[src/rtl/rv_mem_arbiter_pkg.sv]
// Shared definitions for the fetch/LSU unified memory arbiter.
// Port tag encodings, in-flight tag layout and address width helper.
package rv_mem_arbiter_pkg;

    localparam logic PORT_IF = 1'b0;
    localparam logic PORT_LS = 1'b1;

    typedef struct packed {
        logic valid;
        logic port;
        logic err;
        logic we;
    } tag_t;

    function automatic int word_aw(input int words);
        return (words > 1) ? $clog2(words) : 1;
    endfunction

endpackage

[src/rtl/rv_mem_arbiter_if.sv]
// Request/response and memory-side bundle of the unified memory arbiter.
// master = core front-end, LSU and memory array; slave = arbiter.
interface rv_mem_arbiter_if
    import rv_mem_arbiter_pkg::*;
#(
    parameter int WORDS = 64
);
    localparam int AW = word_aw(WORDS);

    logic          if_req_valid;
    logic          if_req_ready;
    logic [31:0]   if_addr;
    logic          if_rsp_valid;
    logic [31:0]   if_rdata;
    logic          if_err;

    logic          ls_req_valid;
    logic          ls_req_ready;
    logic          ls_we;
    logic [31:0]   ls_addr;
    logic [31:0]   ls_wdata;
    logic [3:0]    ls_wstrb;
    logic          ls_rsp_valid;
    logic [31:0]   ls_rdata;
    logic          ls_err;

    logic          mem_en;
    logic          mem_we;
    logic [AW-1:0] mem_addr;
    logic [31:0]   mem_wdata;
    logic [3:0]    mem_wstrb;
    logic [31:0]   mem_rdata;

    modport master (
        output if_req_valid, if_addr,
        output ls_req_valid, ls_we, ls_addr, ls_wdata, ls_wstrb,
        output mem_rdata,
        input  if_req_ready, if_rsp_valid, if_rdata, if_err,
        input  ls_req_ready, ls_rsp_valid, ls_rdata, ls_err,
        input  mem_en, mem_we, mem_addr, mem_wdata, mem_wstrb
    );

    modport slave (
        input  if_req_valid, if_addr,
        input  ls_req_valid, ls_we, ls_addr, ls_wdata, ls_wstrb,
        input  mem_rdata,
        output if_req_ready, if_rsp_valid, if_rdata, if_err,
        output ls_req_ready, ls_rsp_valid, ls_rdata, ls_err,
        output mem_en, mem_we, mem_addr, mem_wdata, mem_wstrb
    );

endinterface

[src/rtl/rv_prio_starve.sv]
// Two-requester grant: LSU wins conflicts until fetch has lost
// STARVE_LIMIT times in a row, then fetch wins once.
module rv_prio_starve
    import rv_mem_arbiter_pkg::*;
#(
    parameter int STARVE_LIMIT = 4
) (
    input  logic       clk,
    input  logic       rst,
    input  logic [1:0] req,
    output logic [1:0] gnt
);
    localparam int CW = $clog2(STARVE_LIMIT + 1);

    logic [CW-1:0] cnt;
    logic          starved;

    assign starved = (cnt == CW'(STARVE_LIMIT));

    always_comb begin
        gnt = '0;
        if (rst) begin
            gnt = '0;
        end else if (req[PORT_LS] && !(req[PORT_IF] && starved)) begin
            gnt[PORT_LS] = 1'b1;
        end else if (req[PORT_IF]) begin
            gnt[PORT_IF] = 1'b1;
        end
    end

    always_ff @(posedge clk) begin
        if (rst) begin
            cnt <= '0;
        end else if (gnt[PORT_IF]) begin
            cnt <= '0;
        end else if (req[PORT_IF] && gnt[PORT_LS] && !starved) begin
            cnt <= cnt + CW'(1);
        end
    end

endmodule

[src/rtl/rv_mem_arbiter.sv]
// Shares one single-port synchronous memory between fetch and load/store.
// One grant per cycle; the tagged response returns exactly one cycle later.
module rv_mem_arbiter
    import rv_mem_arbiter_pkg::*;
#(
    parameter int WORDS        = 64,
    parameter int STARVE_LIMIT = 4
) (
    input logic             clk,
    input logic             rst,
    rv_mem_arbiter_if.slave bus
);
    localparam int          AW    = word_aw(WORDS);
    localparam logic [31:0] DEPTH = 32'(WORDS);

    logic [1:0]  req;
    logic [1:0]  gnt;
    logic [29:0] if_idx;
    logic [29:0] ls_idx;
    logic [29:0] sel_idx;
    logic        if_oor;
    logic        ls_oor;
    logic        sel_ls;
    logic        sel_err;
    tag_t        tag;
    logic        rsp_on;
    logic        rd_ok;
    logic        if_rsp;
    logic        ls_rsp;
    logic        unused_bits;

    assign req[PORT_IF] = bus.if_req_valid;
    assign req[PORT_LS] = bus.ls_req_valid;

    rv_prio_starve #(
        .STARVE_LIMIT(STARVE_LIMIT)
    ) u_prio (
        .clk(clk),
        .rst(rst),
        .req(req),
        .gnt(gnt)
    );

    assign bus.if_req_ready = gnt[PORT_IF];
    assign bus.ls_req_ready = gnt[PORT_LS];

    assign if_idx  = bus.if_addr[31:2];
    assign ls_idx  = bus.ls_addr[31:2];
    assign if_oor  = {2'b00, if_idx} >= DEPTH;
    assign ls_oor  = {2'b00, ls_idx} >= DEPTH;
    assign sel_ls  = gnt[PORT_LS];
    assign sel_idx = sel_ls ? ls_idx : if_idx;
    assign sel_err = sel_ls ? ls_oor : if_oor;

    // Out-of-range requests are accepted but never reach the array.
    always_comb begin
        bus.mem_en    = 1'b0;
        bus.mem_we    = 1'b0;
        bus.mem_addr  = '0;
        bus.mem_wdata = '0;
        bus.mem_wstrb = '0;
        if ((|gnt) && !sel_err) begin
            bus.mem_en   = 1'b1;
            bus.mem_addr = sel_idx[AW-1:0];
            if (sel_ls && bus.ls_we) begin
                bus.mem_we    = 1'b1;
                bus.mem_wdata = bus.ls_wdata;
                bus.mem_wstrb = bus.ls_wstrb;
            end
        end
    end

    always_ff @(posedge clk) begin
        if (rst) begin
            tag <= '0;
        end else begin
            tag.valid <= |gnt;
            tag.port  <= sel_ls ? PORT_LS : PORT_IF;
            tag.err   <= sel_err;
            tag.we    <= sel_ls && bus.ls_we;
        end
    end

    // A response due in a reset cycle is dropped.
    assign rsp_on = tag.valid && !rst;
    assign rd_ok  = rsp_on && !tag.err && !tag.we;
    assign if_rsp = rsp_on && (tag.port == PORT_IF);
    assign ls_rsp = rsp_on && (tag.port == PORT_LS);

    assign bus.if_rsp_valid = if_rsp;
    assign bus.ls_rsp_valid = ls_rsp;
    assign bus.if_err       = if_rsp && tag.err;
    assign bus.ls_err       = ls_rsp && tag.err;
    assign bus.if_rdata     = (if_rsp && rd_ok) ? bus.mem_rdata : '0;
    assign bus.ls_rdata     = (ls_rsp && rd_ok) ? bus.mem_rdata : '0;

    assign unused_bits = ^{bus.if_addr[1:0], bus.ls_addr[1:0], sel_idx};

endmodule

[src/flat_wrapper.sv]
// flat-port wrapper written by rule: the top's interface ports become plain ports
module rv_mem_arbiter_flat import rv_mem_arbiter_pkg::*;
#(
    parameter int WORDS        = 64,
    parameter int STARVE_LIMIT = 4
)
  (clk, rst, bus_if_req_valid, bus_if_addr, bus_ls_req_valid, bus_ls_we, bus_ls_addr, bus_ls_wdata, bus_ls_wstrb, bus_mem_rdata, bus_if_req_ready, bus_if_rsp_valid, bus_if_rdata, bus_if_err, bus_ls_req_ready, bus_ls_rsp_valid, bus_ls_rdata, bus_ls_err, bus_mem_en, bus_mem_we, bus_mem_addr, bus_mem_wdata, bus_mem_wstrb);
  rv_mem_arbiter_if #(.WORDS(WORDS)) bus_i ();
  input logic clk;
  input logic rst;
  input wire logic [$bits(bus_i.if_req_valid)-1:0] bus_if_req_valid;
  input wire logic [$bits(bus_i.if_addr)-1:0] bus_if_addr;
  input wire logic [$bits(bus_i.ls_req_valid)-1:0] bus_ls_req_valid;
  input wire logic [$bits(bus_i.ls_we)-1:0] bus_ls_we;
  input wire logic [$bits(bus_i.ls_addr)-1:0] bus_ls_addr;
  input wire logic [$bits(bus_i.ls_wdata)-1:0] bus_ls_wdata;
  input wire logic [$bits(bus_i.ls_wstrb)-1:0] bus_ls_wstrb;
  input wire logic [$bits(bus_i.mem_rdata)-1:0] bus_mem_rdata;
  output wire logic [$bits(bus_i.if_req_ready)-1:0] bus_if_req_ready;
  output wire logic [$bits(bus_i.if_rsp_valid)-1:0] bus_if_rsp_valid;
  output wire logic [$bits(bus_i.if_rdata)-1:0] bus_if_rdata;
  output wire logic [$bits(bus_i.if_err)-1:0] bus_if_err;
  output wire logic [$bits(bus_i.ls_req_ready)-1:0] bus_ls_req_ready;
  output wire logic [$bits(bus_i.ls_rsp_valid)-1:0] bus_ls_rsp_valid;
  output wire logic [$bits(bus_i.ls_rdata)-1:0] bus_ls_rdata;
  output wire logic [$bits(bus_i.ls_err)-1:0] bus_ls_err;
  output wire logic [$bits(bus_i.mem_en)-1:0] bus_mem_en;
  output wire logic [$bits(bus_i.mem_we)-1:0] bus_mem_we;
  output wire logic [$bits(bus_i.mem_addr)-1:0] bus_mem_addr;
  output wire logic [$bits(bus_i.mem_wdata)-1:0] bus_mem_wdata;
  output wire logic [$bits(bus_i.mem_wstrb)-1:0] bus_mem_wstrb;
  assign bus_i.if_req_valid = bus_if_req_valid;
  assign bus_i.if_addr = bus_if_addr;
  assign bus_i.ls_req_valid = bus_ls_req_valid;
  assign bus_i.ls_we = bus_ls_we;
  assign bus_i.ls_addr = bus_ls_addr;
  assign bus_i.ls_wdata = bus_ls_wdata;
  assign bus_i.ls_wstrb = bus_ls_wstrb;
  assign bus_i.mem_rdata = bus_mem_rdata;
  assign bus_if_req_ready = bus_i.if_req_ready;
  assign bus_if_rsp_valid = bus_i.if_rsp_valid;
  assign bus_if_rdata = bus_i.if_rdata;
  assign bus_if_err = bus_i.if_err;
  assign bus_ls_req_ready = bus_i.ls_req_ready;
  assign bus_ls_rsp_valid = bus_i.ls_rsp_valid;
  assign bus_ls_rdata = bus_i.ls_rdata;
  assign bus_ls_err = bus_i.ls_err;
  assign bus_mem_en = bus_i.mem_en;
  assign bus_mem_we = bus_i.mem_we;
  assign bus_mem_addr = bus_i.mem_addr;
  assign bus_mem_wdata = bus_i.mem_wdata;
  assign bus_mem_wstrb = bus_i.mem_wstrb;
  rv_mem_arbiter #(.WORDS(WORDS), .STARVE_LIMIT(STARVE_LIMIT)) u_core (.clk(clk), .rst(rst), .bus(bus_i));
endmodule
[config.mk]
export PLATFORM = sky130hd
export DESIGN_NAME = rv_mem_arbiter_flat
export DESIGN_NICKNAME = d
export VERILOG_FILES = /design/src/rtl/rv_mem_arbiter_pkg.sv /design/src/rtl/rv_mem_arbiter_if.sv /design/src/rtl/rv_prio_starve.sv /design/src/rtl/rv_mem_arbiter.sv /design/src/flat_wrapper.sv
export SDC_FILE = /design/constraint.sdc
export NUM_CORES = 1
export LEC_CHECK = 0
export BUFFER_PORTS_ARGS = -buffer_cell sky130_fd_sc_hd__buf_2
export CAP_MARGIN = 0
export CORE_AREA = 2 2 96 98
export DETAILED_ROUTE_END_ITERATION = 10
export DIE_AREA = 0 0 98 100
export PLACE_DENSITY = 0.58
export SLEW_MARGIN = 20
export SYNTH_ARGS = -nofsm -noshare
export SYNTH_HDL_FRONTEND = slang
export SYNTH_SLANG_ARGS = --single-unit
[constraint.sdc]
create_clock -name clk -period 1.8 [get_ports clk]
set_input_delay 0.18 -clock clk [delete_from_list [all_inputs] [get_ports clk]]
set_output_delay 0.18 -clock clk [all_outputs]
set_load 0.02 [all_outputs]
==> results_tabular.tex <==
\begin{tabular}{lr}
\hline
Metric & Value \\
\hline
\multicolumn{2}{l}{\textbf{Run status}} \\
Run status & finished, violations left \\
Failing checks & negative setup slack \\
\multicolumn{2}{l}{\textbf{Die}} \\
Die H & $\sim$100 um \\
Core region area & a little under 9000 sq um \\
Total die area & $\sim$9800 sq um \\
Ports & around 250 \\
Horizontal extent of the die & between 90 and 100 um \\
Row Count & 35 \\
Initial standard-cell utilization of the core & 0.147 \\
\multicolumn{2}{l}{\textbf{Detailed routing}} \\
Detailed-route wire length & about 7400 um \\
Average vias per placed instance & about 4.2 \\
Via count & approximately 2400 \\
First-pass iteration count of the detailed router & 3 \\
Antenna Violating Nets Remaining & 0 \\
Number of remaining DRC errors & 0 \\
Average wire per standard cell & 13.2 um \\
1st-iter DRT viols & 53 \\
\multicolumn{2}{l}{\textbf{Worst setup path}} \\
WP data arrival & approximately 1.8 ns \\
Biggest fanout along the worst timing path & 7 \\
Worst flop-to-flop path endpoint & u\_core.u\_prio.cnt[0]\$\_SDFFE\_PP0P\_ \\
Launching point of the worst reg2reg path & u\_core.u\_prio.cnt[1]\$\_SDFFE\_PP0P\_ \\
CP Launch Type & flop \\
Max incr delay on CP & 0.40 ns \\
Sequence of cells on the critical path & inv\_2 > ha\_4 > nand3\_2 > nand2\_4 > buf\_6 > or3\_4 > a21oi\_4 > buf\_6 \\
Crit end category & output pin \\
Slowest cell on the critical path & sky130\_fd\_sc\_hd\_\_or3\_4 \\
Kind of critical path & flop to output pin \\
Worst reg2reg setup slack & 0.26 ns \\
Crit-path most repeated cell & sky130\_fd\_sc\_hd\_\_buf\_6 \\
Logic depth of the worst register-to-register path & 7 \\
Worst path required time & about 1.6 ns \\
\multicolumn{2}{l}{\textbf{Global routing}} \\
Gr ovfl total & 0 \\
Antenna violations before repair & 0 \\
Vias in the first global route & between 2000 and 2500 \\
Largest net degree at the start of global routing & 33 \\
First-pass GRT wire length & around 10000 um \\
Overall Global Routing Usage & 0.126 \\
\multicolumn{2}{l}{\textbf{STA}} \\
Worst Max-Slew Pin Slew & between 0.4 and 0.5 ns \\
Worst-case headroom to the max-slew limit & 0.705 \\
Max Clk Rate & around 510 MHz \\
Final slew viol count & 0 \\
Worst Slack Setup Final & -0.177 ns \\
Worst Clk Skew & $\sim$0.0051 ns \\
Count of final setup violators & 44 \\
Setup repair after global routing missed its margin & yes \\
Minimum period implied by the final worst setup slack & between 1.5 and 2 ns \\
Final cycle utilization of the critical path & 1.10 \\
Total count of hold-check failures in the final report & 0 \\
\multicolumn{2}{l}{\textbf{Cells and area}} \\
Synthesis-to-layout area growth & 171\% \\
Post-layout util & 0.398 \\
Share of post-route cells with drive strength above 1 & 0.757 \\
Count of nets after finishing & a little under 600 \\
Cell area after layout & between 3000 and 4000 sq um \\
Antenna cells & 0 \\
\multicolumn{2}{l}{\textbf{Clocking}} \\
Worst-skew pair later-pin latency & about 0.23 ns \\
Clock tree from TritonCTS & done \\
Count of hold buffers inserted by post-cts repair & 0 \\
Clk sink count & 7 \\
TritonCTS Buffers & 3 \\
Level count of the clock H-tree & 1 \\
Register clock-pin slew on the reported worst setup and hold paths & about 0.040 ns \\
Cell at the root of the clock tree & sky130\_fd\_sc\_hd\_\_clkbuf\_8 \\
Deepest clock path buffer count & 2 \\
\multicolumn{2}{l}{\textbf{Synthesis}} \\
Number of flops mapped to enable cells by yosys & 0 \\
Share of Yosys cell area claimed by the top area cell type & 0.488 \\
Synth Net Count & roughly 330 \\
Total of flip-flops plus latches after synthesis & 7 \\
Part of the Yosys area used for sequential elements & 0.107 \\
Number of warnings issued by yosys & 0 \\
Total standard cell area after synthesis & approximately 1300 sq um \\
Leading area contributor after synthesis & sky130\_fd\_sc\_hd\_\_and2\_1 \\
Cell types with the largest area share after synthesis & sky130\_fd\_sc\_hd\_\_and2\_1 (49\%), sky130\_fd\_sc\_hd\_\_dfxtp\_1 (11\%), sky130\_fd\_sc\_hd\_\_nor4\_1 (4.8\%) \\
Synthesized area per cell & between 6 and 7 sq um \\
Cell count after synthesis & around 190 \\
Main flop type after synthesis & sky130\_fd\_sc\_hd\_\_dfxtp\_1 \\
Most used standard cells in the synthesized netlist & sky130\_fd\_sc\_hd\_\_and2\_1 (102), sky130\_fd\_sc\_hd\_\_nor4\_1 (10), sky130\_fd\_sc\_hd\_\_a21oi\_1 (8) \\
Most frequent cell after synthesis & sky130\_fd\_sc\_hd\_\_and2\_1 \\
Number of different library cells in the post-synthesis netlist & 32 \\
Async S/R FF share, synth & 0 \\
\multicolumn{2}{l}{\textbf{Worst hold path}} \\
Start point of the worst min-delay path & rst \\
Worst min-delay path class & input port to flop \\
Number of cells on the worst hold path & 2 \\
Hold Path Sink & u\_core.u\_prio.cnt[0]\$\_SDFFE\_PP0P\_ \\
\multicolumn{2}{l}{\textbf{Place}} \\
Placed inst area & roughly 2700 sq um \\
Placed wire-length estimate & 5580 um \\
Port buffer count & between 200 and 250 \\
Placer congestion estimate & $\sim$0.74 \\
\multicolumn{2}{l}{\textbf{Power and ir drop}} \\
Leak pwr & 0.00195 uW \\
Total power divided by cell area & 207 nW/um\^{}2 \\
IR drop worst, VDD & approximately 160 uV \\
\multicolumn{2}{l}{\textbf{Run}} \\
Number of max-cap violations & 0 \\
\hline
\end{tabular}
layer usage:
layer  share of wire  up-vias  global-route usage
met5               0        -                   0
met4           0.022        0              0.0267
met3            0.10       10              0.0258
met2            0.55      165               0.259
met1            0.32     1032               0.130
li1                -     1144                   -
layout by cell type, fill, tap and decap left out, types with 4 or more instances in the layout:
| cell | instances |
|---|---|
| sky130_fd_sc_hd__buf_2 | 200 |
| sky130_fd_sc_hd__and2_1 | 67 |
| sky130_fd_sc_hd__buf_6 | 49 |
| sky130_fd_sc_hd__and2_4 | 35 |
| sky130_fd_sc_hd__buf_4 | 16 |
| sky130_fd_sc_hd__nor2_1 | 7 |
| sky130_fd_sc_hd__nor4_4 | 5 |
| sky130_fd_sc_hd__a21oi_2 | 5 |
| sky130_fd_sc_hd__dfxtp_1 | 5 |
| sky130_fd_sc_hd__nor4_1 | 4 |
| sky130_fd_sc_hd__buf_12 | 4 |
area by class of cell:
class	instances	area, sq um
clock buffer	4	45.0
fill	901	5350
inverter	6	30.0
multi-input combinational	163	1350
sequential	7	143
timing repair buffer	272	1830
tap	111	139
how the worst max path moves through the flow:
stage,from,end,cells after the start
floorplan,u_core.u_prio.cnt[0]$_SDFFE_PP0P_,bus_mem_wdata[26],7
global placement,bus_ls_addr[14],bus_mem_addr[2],7
detailed placement,bus_ls_addr[19],bus_mem_addr[2],7
CTS,u_core.u_prio.cnt[1]$_SDFFE_PP0P_,bus_mem_wdata[31],10
global route,bus_ls_addr[9],bus_mem_wdata[3],9
finish,u_core.u_prio.cnt[1]$_SDFFE_PP0P_,bus_mem_addr[5],8
power breakdown:
part	leakage (uW)	switching [uW]	internal [uW]
logic	0.00187	157	182
registers	0.0000586	6.30	163
clock network	0.0000228	68.4	153
total	0.00195	232	499
cell families after synthesis:
group           share of synthesized area
compound gates                     0.0584
simple gates                        0.690
fa+ha+maj                          0.0191
mux                                0.0545
buf+inv                            0.0708
flops                               0.107
stage by stage:
stage | setup TNS, ns | instances | total power [uW] | hold WS, ns | setup slack, ns
2_1_floorplan | 0 | 188 | 266 | 0.336 | 0.000221
3_3_place_gp | -3.56 | 544 | 449 | 0.476 | -0.129
3_5_place_dp | -2.22 | 544 | 455 | 0.480 | -0.112
4_1_cts | -6.71 | 560 | 697 | 0.233 | -0.217
5_1_grt | -9.39 | 563 | 775 | 0.253 | -0.241
6_report | -5.72 | 563 | 731 | 0.235 | -0.177
repair_timing:
action,4_1_cts,5_1_grt
endpoints found under the setup margin,44,82
buffers inserted,9,2
gates cloned,3,3
pin swaps,11,21
resized for setup,116,51
worst max-delay path, delay by kind of cell (launching register included):
kind | cells | cell delay [ns]
AO/OA/AOI/OAI | 1 | 0.20
adder cells (fa/ha/maj) | 1 | 0.16
buffers and inverters | 3 | 0.32
flip-flops | 1 | 0.34
AND/OR/NAND/NOR | 3 | 0.55
sequential cells by signal (all words and copies together) (netlist names):
| register | count |
|---|---|
| u_core.tag | 4 |
| u_core.u_prio.cnt | 3 |
No activity file was read; power rests on OpenSTA's default activity.
